**config.mk**
```make
export PLATFORM = sky130hd
export DESIGN_NAME = instr_encoder
export DESIGN_NICKNAME = d
export VERILOG_FILES = /design/src/rtl/instr_encoder_pkg.sv /design/src/rtl/instr_pack.sv /design/src/rtl/instr_encoder.sv
export SDC_FILE = /design/constraint.sdc
export NUM_CORES = 1
export LEC_CHECK = 0
export ABC_AREA = 1
export CORE_MARGIN = 10
export CORE_UTILIZATION = 52
export CTS_CLUSTER_SIZE = 14
export DETAILED_ROUTE_END_ITERATION = 8
export PLACE_DENSITY = 0.85
export SYNTH_ARGS = -nofsm -noshare
export SYNTH_HDL_FRONTEND = slang
export SYNTH_SLANG_ARGS = --single-unit
```
**constraint.sdc**
```tcl
create_clock -name clk -period 3.9 [get_ports clk]
set_clock_uncertainty 0.15 [all_clocks]
set_input_delay 0.975 -clock clk [delete_from_list [all_inputs] [get_ports clk]]
set_output_delay 0.975 -clock clk [all_outputs]
set_load 0.1 [all_outputs]
```
**src/rtl/instr_encoder_pkg.sv**
```systemverilog
// Shared types and field layout for the instruction encoder and any future
// assembler-side checkers that must agree on the 32-bit instruction format.
package instr_encoder_pkg;

  localparam int REG_W  = 5;
  localparam int WORD_W = 32;

  localparam int OP_LSB    = 0;
  localparam int F3_LSB    = 3;
  localparam int RD_LSB    = 6;
  localparam int RS1_LSB   = 11;
  localparam int RS2_LSB   = 16;
  localparam int F11_LSB   = 21;
  localparam int IMM16_LSB = 16;
  localparam int IMM21_LSB = 11;

  typedef enum logic [2:0] {
    OP_A = 3'b000,
    OP_B = 3'b001,
    OP_C = 3'b010,
    OP_D = 3'b011,
    OP_E = 3'b100,
    OP_F = 3'b101,
    OP_G = 3'b110,
    OP_H = 3'b111
  } op_t;

  typedef enum logic [2:0] {
    D_CLIR = 3'b000,
    D_CUIR = 3'b001,
    D_JLL  = 3'b010
  } func3_d_t;

  typedef enum logic [2:0] {
    F_IMM = 3'b000,
    F_MEM = 3'b001
  } func3_f_t;

  typedef enum logic [1:0] {
    ERR_NONE  = 2'b00,
    ERR_OP    = 2'b01,
    ERR_RANGE = 2'b10,
    ERR_ALIGN = 2'b11
  } err_code_t;

  typedef enum logic [1:0] {
    ST_IDLE,
    ST_LOAD,
    ST_DRAIN,
    ST_ERR
  } state_t;

  // True when imm is representable as a two's-complement value of 'width' bits.
  function automatic logic fits_signed(input logic [31:0] imm, input int unsigned width);
    logic [31:0] hi;
    hi = $signed(imm) >>> (width - 1);
    return (hi == '0) || (hi == '1);
  endfunction

endpackage

```
**src/rtl/instr_pack.sv**
```systemverilog
// Combinational field packer: decoded fields in, 32-bit instruction word out,
// together with a legality flag and the reason when the bundle is rejected.
module instr_pack
  import instr_encoder_pkg::*;
(
  input  logic [2:0]        op_i,
  input  logic [2:0]        func3_i,
  input  logic [10:0]       func11_i,
  input  logic [REG_W-1:0]  rd_i,
  input  logic [REG_W-1:0]  rs1_i,
  input  logic [REG_W-1:0]  rs2_i,
  input  logic [31:0]       imm_i,
  output logic [WORD_W-1:0] word_o,
  output logic              legal_o,
  output err_code_t         err_code_o
);

  logic range_ok;

  // NOTE: every output gets a default before the case so no path can infer a latch.
  always_comb begin
    word_o     = '0;
    legal_o    = 1'b1;
    err_code_o = ERR_NONE;
    range_ok   = 1'b1;

    word_o[OP_LSB +: 3] = op_i;
    word_o[F3_LSB +: 3] = func3_i;

    case (op_t'(op_i))
      OP_A: begin
        word_o[RD_LSB  +: REG_W] = rd_i;
        word_o[RS1_LSB +: REG_W] = rs1_i;
        word_o[RS2_LSB +: REG_W] = rs2_i;
        word_o[F11_LSB +: 11]    = func11_i;
      end
      OP_B, OP_F: begin
        word_o[RD_LSB    +: REG_W] = rd_i;
        word_o[RS1_LSB   +: REG_W] = rs1_i;
        word_o[IMM16_LSB +: 16]    = imm_i[15:0];
        // Only B with func3[2] set takes a zero-extended immediate.
        if (op_t'(op_i) == OP_B && func3_i[2]) range_ok = (imm_i[31:16] == '0);
        else                                   range_ok = fits_signed(imm_i, 16);
      end
      OP_C: begin
        word_o[RS1_LSB +: REG_W] = rs1_i;
        word_o[RS2_LSB +: REG_W] = rs2_i;
        word_o[RD_LSB  +: REG_W] = imm_i[4:0];
        word_o[F11_LSB +: 11]    = imm_i[15:5];
        range_ok = fits_signed(imm_i, 16);
      end
      OP_D: begin
        word_o[RD_LSB +: REG_W] = rd_i;
        if (func3_i == D_CUIR) begin
          word_o[IMM21_LSB +: 21] = imm_i[31:11];
          range_ok = (imm_i[10:0] == '0);
        end else begin
          word_o[IMM21_LSB +: 21] = imm_i[20:0];
          range_ok = fits_signed(imm_i, 21);
        end
      end
      OP_G: begin
        word_o[RS1_LSB +: REG_W] = rs1_i;
        word_o[RS2_LSB +: REG_W] = rs2_i;
        word_o[RD_LSB  +: REG_W] = imm_i[6:2];
        word_o[F11_LSB +: 11]    = imm_i[17:7];
        range_ok = fits_signed(imm_i, 18);
        if (imm_i[1:0] != 2'b00) begin
          legal_o    = 1'b0;
          err_code_o = ERR_ALIGN;
        end
      end
      default: begin
        legal_o    = 1'b0;
        err_code_o = ERR_OP;
      end
    endcase

    if (legal_o && !range_ok) begin
      legal_o    = 1'b0;
      err_code_o = ERR_RANGE;
    end
  end

endmodule

```
**src/rtl/instr_encoder.sv**
```systemverilog
// Streaming instruction encoder: accepts decoded field bundles during a bounded
// load session and writes packed words to consecutive imem addresses.
module instr_encoder
  import instr_encoder_pkg::*;
#(
  parameter int ADDR_W = 12,
  parameter int REG_W  = 5
) (
  input  logic              clk,
  input  logic              rst,
  input  logic              start,
  input  logic [ADDR_W-1:0] base_addr,
  input  logic [ADDR_W-1:0] num_words,
  input  logic              in_valid,
  output logic              in_ready,
  input  logic [2:0]        in_op,
  input  logic [2:0]        in_func3,
  input  logic [10:0]       in_func11,
  input  logic [REG_W-1:0]  in_rd,
  input  logic [REG_W-1:0]  in_rs1,
  input  logic [REG_W-1:0]  in_rs2,
  input  logic [31:0]       in_imm,
  output logic              imem_we,
  input  logic              imem_ready,
  output logic [ADDR_W-1:0] imem_addr,
  output logic [31:0]       imem_wdata,
  output logic              busy,
  output logic              done,
  output logic              err,
  output logic [1:0]        err_code
);

  state_t            state_q, state_d;
  logic [ADDR_W-1:0] addr_q, addr_d;
  logic [ADDR_W-1:0] rem_q, rem_d;
  logic [ADDR_W-1:0] waddr_q, waddr_d;
  logic [31:0]       wdata_q, wdata_d;
  logic              we_q, we_d;
  logic              err_q, err_d;
  err_code_t         code_q, code_d;
  logic              done_q, done_d;

  logic [31:0] pk_word;
  logic        pk_legal;
  err_code_t   pk_code;
  logic        out_free;
  logic        accept;

  instr_pack u_pack (
    .op_i       (in_op),
    .func3_i    (in_func3),
    .func11_i   (in_func11),
    .rd_i       (in_rd),
    .rs1_i      (in_rs1),
    .rs2_i      (in_rs2),
    .imm_i      (in_imm),
    .word_o     (pk_word),
    .legal_o    (pk_legal),
    .err_code_o (pk_code)
  );

  // The output slot is free when empty or when its word retires this cycle.
  assign out_free = !we_q || imem_ready;
  assign accept   = in_valid && in_ready;

  // NOTE: sequential state uses non-blocking assignments so every register
  // samples pre-edge values regardless of statement order.
  always_ff @(posedge clk or posedge rst) begin
    if (rst) state_q <= ST_IDLE;
    else     state_q <= state_d;
  end

  always_comb begin
    state_d = state_q;
    case (state_q)
      ST_IDLE: begin
        if (start) state_d = (num_words == '0) ? ST_DRAIN : ST_LOAD;
      end
      ST_LOAD: begin
        if (accept) begin
          if (!pk_legal)                    state_d = ST_ERR;
          else if (rem_q == ADDR_W'(1))     state_d = ST_DRAIN;
        end
      end
      ST_DRAIN, ST_ERR: begin
        if (out_free) state_d = ST_IDLE;
      end
      default: state_d = ST_IDLE;
    endcase
  end

  always_comb begin
    in_ready = (state_q == ST_LOAD) && (rem_q != '0) && out_free;
    busy     = (state_q != ST_IDLE);
  end

  always_comb begin
    addr_d  = addr_q;
    rem_d   = rem_q;
    waddr_d = waddr_q;
    wdata_d = wdata_q;
    we_d    = we_q;
    err_d   = err_q;
    code_d  = code_q;
    done_d  = 1'b0;

    if (we_q && imem_ready) we_d = 1'b0;

    case (state_q)
      ST_IDLE: begin
        if (start) begin
          addr_d = base_addr;
          rem_d  = num_words;
          err_d  = 1'b0;
          code_d = ERR_NONE;
        end
      end
      ST_LOAD: begin
        if (accept) begin
          if (pk_legal) begin
            we_d    = 1'b1;
            wdata_d = pk_word;
            waddr_d = addr_q;
            addr_d  = addr_q + 1'b1;
            rem_d   = rem_q - 1'b1;
          end else begin
            err_d  = 1'b1;
            code_d = pk_code;
          end
        end
      end
      ST_DRAIN: begin
        if (out_free) done_d = !err_q;
      end
      default: ;
    endcase
  end

  always_ff @(posedge clk or posedge rst) begin
    if (rst) begin
      addr_q  <= '0;
      rem_q   <= '0;
      waddr_q <= '0;
      wdata_q <= '0;
      we_q    <= 1'b0;
      err_q   <= 1'b0;
      code_q  <= ERR_NONE;
      done_q  <= 1'b0;
    end else begin
      addr_q  <= addr_d;
      rem_q   <= rem_d;
      waddr_q <= waddr_d;
      wdata_q <= wdata_d;
      we_q    <= we_d;
      err_q   <= err_d;
      code_q  <= code_d;
      done_q  <= done_d;
    end
  end

  assign imem_we    = we_q;
  assign imem_addr  = waddr_q;
  assign imem_wdata = wdata_q;
  assign done       = done_q;
  assign err        = err_q;
  assign err_code   = code_q;

endmodule

```
# == Word level (Yosys, flattened, before mapping) ==
# Cells that the tools add are included.
# word_totals
register_bits,75
in_bits,93
elab_cells,102
# classes
add_sub_neg,2
eq_ne,19
mux,40
reduce_logical,32
# op_table
operator,count
26-bit one-hot mux with 5 select lines,1
"32-bit == test, second input constant",3
32-bit zero test,3
12-bit 2-to-1 mux,6
12-bit one-hot mux with 2 select lines,2
2-bit 2-to-1 mux,11
21-bit 2-to-1 mux,1
16-bit zero test,1
1-bit 2-to-1 mux,13
"12-bit by 1-bit adder with 12-bit output, second input constant",1
"12-bit by 1-bit == test with 1-bit output, second input constant",1
12-bit zero test,1
4-bit AND reduction,3
12-bit nonzero test,1
"12-bit by 1-bit subtractor with 12-bit output, second input constant",1
11-bit zero test,1
"2-bit != test, second input constant",5
2-bit one-hot mux with 2 select lines,2
"3-bit by 1-bit == test with 1-bit output, second input constant",2
"3-bit by 2-bit == test with 1-bit output, second input constant",2
"3-bit == test, second input constant",2
1-bit logical AND,6
2-bit one-hot mux with 3 select lines,1
2-bit nonzero test,3
12 further kinds,20

# == Logic depth before layout (Yosys ltp) ==
# logic_depth
depth_word,10
mapped_depth,15

# == Hierarchy ==
# Synthesis repeated with hierarchy kept, for this count alone.
# unflattened
cells_unflattened,758
hier_area_um2,5028.6
# modules_own_cells
module,n_inst,cells_per_inst,area_each_um2,seq_area_each_um2
instr_encoder,1,532,3913.8,1876.8
instr_pack,1,226,1114.8,0.0

# == Worst setup path before layout ==
# OpenSTA, ideal clock, no wires.
# synth_timing
kind,input port to flip-flop
startpoint,input imem_ready
endpoint,register addr_q[2]
arrival_ps,2964
required_ps,3633
slack_ps,669
path_stages,12
path_buffers,2
path_cell_list,nor2_1 -> inv_1 -> nand2_1 -> a21oi_2 -> and2_1 -> buf_4 -> o22ai_2 -> nor2_4 -> nand2_2 -> buf_2 -> nand2_1 -> nand2_1
# synth_between
elab_chain_len,5
# synth_rtl
element,line_no,text
"start, declared",instr_encoder.sv:24,"input logic imem_ready,"
1-bit logical OR,instr_encoder.sv:63,assign out_free = !we_q || imem_ready;
1-bit logical AND,instr_encoder.sv:93,in_ready = (state_q == ST_LOAD) && (rem_q != '0) && out_free;
named net in_ready,instr_encoder.sv:15,"output logic in_ready,"
1-bit logical AND,instr_encoder.sv:64,assign accept = in_valid && in_ready;
2-bit != test (no line),n/a,
4-bit AND reduction (no line),n/a,
"end signal, assigned",instr_encoder.sv:150,addr_q <= addr_d;
"end, declared",instr_encoder.sv:34,"logic [ADDR_W-1:0] addr_q, addr_d;"
# The timed path passes the listed nets, and every way through them passes these cells.
# A chain may end at the register's enable or synchronous reset.

# == Worst setup path in the final report ==
# layout_timing
startpoint,input in_op[2]
endpoint,"register wdata_q[8], in the netlist imem_wdata[8]"
# layout_between
elab_chain_len,8
elab_cells_between_ends,17
# layout_rtl
element,line_no,text
"start, declared",instr_encoder.sv:16,"input logic [2:0] in_op,"
3-bit by 1-bit == test with 1-bit output,"instr_pack.sv:30, instr_pack.sv:42",
1-bit logical AND,instr_pack.sv:42,if (op_t'(op_i) == OP_B && func3_i[2]) range_ok = (imm_i[31:16] == '0);
1-bit 2-to-1 mux,instr_pack.sv:42,
1-bit one-hot mux with 4 select lines,instr_pack.sv:30,case (op_t'(op_i))
1-bit zero test,instr_pack.sv:79,if (legal_o && !range_ok) begin
1-bit logical AND,instr_pack.sv:79,
1-bit 2-to-1 mux,instr_pack.sv:79,
3-bit AND reduction (no line),n/a,
"end signal, assigned",instr_encoder.sv:153,wdata_q <= wdata_d;
"end, declared",instr_encoder.sv:37,"logic [31:0] wdata_q, wdata_d;"
# Several ways; a longest one is shown, not always the timed one.

==> impl_metrics.sql <==
INSERT INTO impl_metrics (metric_group, metric, value, unit) VALUES
('synth', 'post_synth_num_cell_types', '37', ''),
('finish', 'final_cell_mix', '237 x nand2_1, 119 x clkdlybuf4s50_1, 75 x dfrtp_1', ''),
('die', 'initial_util', '0.5400', ''),
('synth', 'post_synth_fa_ha_maj_area_fraction', '0.007855', ''),
('power', 'netSwitchingFraction', '0.5916', ''),
('synth', 'synth_largest_area_cell', 'dfrtp_1', ''),
('clocking', 'cts.path.max_buffers', '2', ''),
('die', 'fp-row-count', '34', ''),
('job', 'max_cap_viol_count', '0', ''),
('clocking', 'postCtsSetupRepairBufs', '0', ''),
('synth', 'synthesis.area_per_instance', '6.807', 'um^2'),
('clocking', 'post_cts_resized', '0', ''),
('synth', 'synthesis.yosys.warnings', '0', ''),
('timing', 'finalHoldWorstSlack', '0.3400', 'ns'),
('synth', 'syn_inst', '702', ''),
('die', 'floorplan.core_area', '8848', 'um^2'),
('power', 'power.net_switching', '3.522', 'mW'),
('synth', 'synth_mux_area_frac', '0', ''),
('route', 'drt_pass1_iterations', '5', ''),
('route', 'vias', '5395', ''),
('power', 'power_frac_seq', '0.238', ''),
('power', 'ir_drop', '0.001119', 'V'),
('timing', 'hold_viol_final', '0', ''),
('synth', 'netlist_area', '4778', 'um^2'),
('grt', 'grt_remaining_overflow', '0', ''),
('setup_path', 'worst_ep_arrival_time', '3.41', 'ns'),
('finish', 'final_layout_size_suffix_gt1_frac', '0.08799', ''),
('route', 'drt_iter0_markers', '551', ''),
('power', 'power-per-cell-area', '921.9', 'nW/um^2'),
('synth', 'xor_xnor_share_of_the_synthesized_area', '0.009165', ''),
('finish', 'most_common_cell_after_layout_fill_and_taps_aside', 'nand2_1', ''),
('setup_path', 'timing.critical_path.to_type', 'flip-flop', ''),
('clocking', 'clock-root-buffer', 'clkbuf_8', ''),
('power', 'internal_power_of_the_cells', '2.431', 'mW'),
('setup_path', 'critPathRequiredTime', '4.02', 'ns'),
('die', 'die_w', '115.9', 'um'),
('setup_path', 'crit_type', 'in -> reg', ''),
('clocking', 'clk-insertion-delay-late', '0.36', 'ns'),
('placement', 'placed_cell_area', '6225', 'um^2'),
('clocking', 'tritoncts', 'done', ''),
('clocking', 'worst_setup_hold_path_clk_slew', '0.09', 'ns'),
('synth', 'yosys_register_bits', '75', ''),
('timing', 'clock.fmax', '304.1', 'MHz'),
('synth', 'yosys-top-cells-area', 'dfrtp_1 39%, nand2_1 19%, o21ai_0 7.4%', ''),
('setup_path', 'cp-start-kind', 'primary input', ''),
('grt', 'grt_antenna_before_repair', '1', ''),
('placement', 'gp_routability_congestion', '0.9738', ''),
('setup_path', 'timing.critical_path.fanout_max', '63', ''),
('timing', 'timing.final.crit_share', '0.8433', ''),
('grt', 'grt_max_degree', '64', ''),
('synth', 'syn_nets', '798', ''),
('die', 'die_area', '13420', 'um^2'),
('timing', 'timing.setup.tns', '0', 'ns'),
('setup_path', 'regToRegStartpoint', 'state_q[1]$_DFFE_PP0P_', ''),
('die', 'floorplan.die.height', '115.9', 'um'),
('clocking', 'cts-htree-levels', '3', ''),
('timing', 'final.min_clock_period', '3.289', 'ns'),
('power', 'clkPwrFrac', '0.120', ''),
('grt', 'gr-usage-all-layers', '0.2479', ''),
('finish', 'n_fill_cell', '726', ''),
('finish', 'final_net_count', '932', ''),
('route', 'detail_route.wirelength', '16780', 'um'),
('timing', 'finalSetupViolCount', '0', ''),
('finish', 'syn_to_final_growth', '35.11', '%'),
('timing', 'setup_repair_after_global_routing_missed_its_margin', 'false', ''),
('synth', 'synth-main-ff-cell', 'dfrtp_1', ''),
('hold_path', 'timing.hold.worst.start', 'rem_q[1]$_DFFE_PP0P_', ''),
('timing', 'worstMarginPinSlew', '1.019', 'ns'),
('synth', 'seq_area_frac_synth', '0.3928', ''),
('outcome', 'run_status', 'completed', ''),
('hold_path', 'hold_path_class', 'reg -> reg', '');
## synthesized netlist by cell type, types with 2 or more instances
| master | number |
|---|---|
| nand2_1 | 237 |
| clkbuf_1 | 17 |
| a22oi_1 | 3 |
| nor3_1 | 9 |
| a31oi_1 | 6 |
| nor4_1 | 7 |
| buf_2 | 6 |
| a221oi_1 | 13 |
| a21oi_1 | 18 |
| buf_6 | 7 |
| nand4_1 | 5 |
| o22ai_1 | 5 |
| nand2_2 | 6 |
| xor2_1 | 4 |
| o21ai_0 | 71 |
| inv_2 | 7 |
| ha_1 | 3 |
| nor2_1 | 61 |
| inv_1 | 54 |
| buf_4 | 2 |
| nand3_1 | 59 |
| dfrtp_1 | 75 |
| a22o_1 | 2 |
| o21ai_1 | 12 |
## worst paths after layout
kind / endpoint / slack, ns / depth (start not counted)
setup / recovery: imem_wdata[8]$_DFFE_PP0P_ / 0.61 / 13
hold / removal: rem_q[1]$_DFFE_PP0P_ / 0.34 / 2
setup reg to reg: addr_q[5]$_DFFE_PP0P_ / 1.08 / 11
hold reg to reg: rem_q[1]$_DFFE_PP0P_ / 0.34 / 2
max in group asynchronous: imem_wdata[23]$_DFFE_PP0P_ / 2.06 / 3
min in group asynchronous: imem_wdata[1]$_DFFE_PP0P_ / 0.86 / 2
## power by group through the flow
| stage | clock network [mW] | logic, mW | registers (mW) |
|---|---|---|---|
| after floorplan | 0 | 1.27 | 3.02 |
| after global placement | 0 | 3.74 | 1.41 |
| after detailed placement | 0 | 3.81 | 1.42 |
| after CTS | 0.715 | 3.82 | 1.41 |
| after global routing | 0.748 | 4.07 | 1.45 |
| final | 0.712 | 3.83 | 1.41 |
## cell families after synthesis
logic type,after synthesis
AND/OR/NAND/NOR,391
buffers and inverters,93
AO/OA/AOI/OAI,135
XOR/XNOR,5
adder cells (fa/ha/maj),3
flip-flops,75
## area by class of cell
| class | instances | area, um^2 | share of cell area |
|---|---|---|---|
| Clock buffer | 10 | 137.6 | 0.02132 |
| Clock inverter | 6 | 93.84 | 0.01453 |
| Inverter | 61 | 229.0 | 0.03547 |
| Multi-Input combinational cell | 534 | 2485 | 0.3849 |
| Sequential cell | 75 | 1877 | 0.2907 |
| Tap cell | 108 | 135.1 | 0.02093 |
| Timing Repair Buffer | 155 | 1499 | 0.2322 |
## state kept, by name (all words and copies together) (netlist names)
name        flops
err             1
addr_q         12
err_code        2
rem_q          12
imem_addr      12
done            1
imem_wdata     32
state_q         2
imem_we         1
## worst max-delay path, stage by stage
cell and delay, ns:
clkdlybuf4s50_1 0.60, inv_2 0.10, nand2_1 0.07, nand2_1 0.08, or2_1 0.26, nand2_1 0.09, inv_2 0.04, nand4_2 0.12
nand2_2 0.08, nand2_2 0.23, nand2_2 0.24, buf_12 0.26, o21ai_0 0.23
## through the flow
stage               cells  total power [mW]
floorplan             702             4.286
global placement      933             5.148
detailed placement    933             5.224
CTS                   949             5.947
global route          949             6.273
finish                949             5.952
## routing by layer
metal | vias to the layer above | routed length, um | global-route usage
li1 | 2581 | - | -
met1 | 2524 | 7147 | 0.3281
met2 | 267 | 7805 | 0.3951
met3 | 23 | 1551 | 0.05685
met4 | 0 | 272 | 0.07506
met5 | - | 0 | 0
Note: power is estimated with default switching activity, not from simulation.
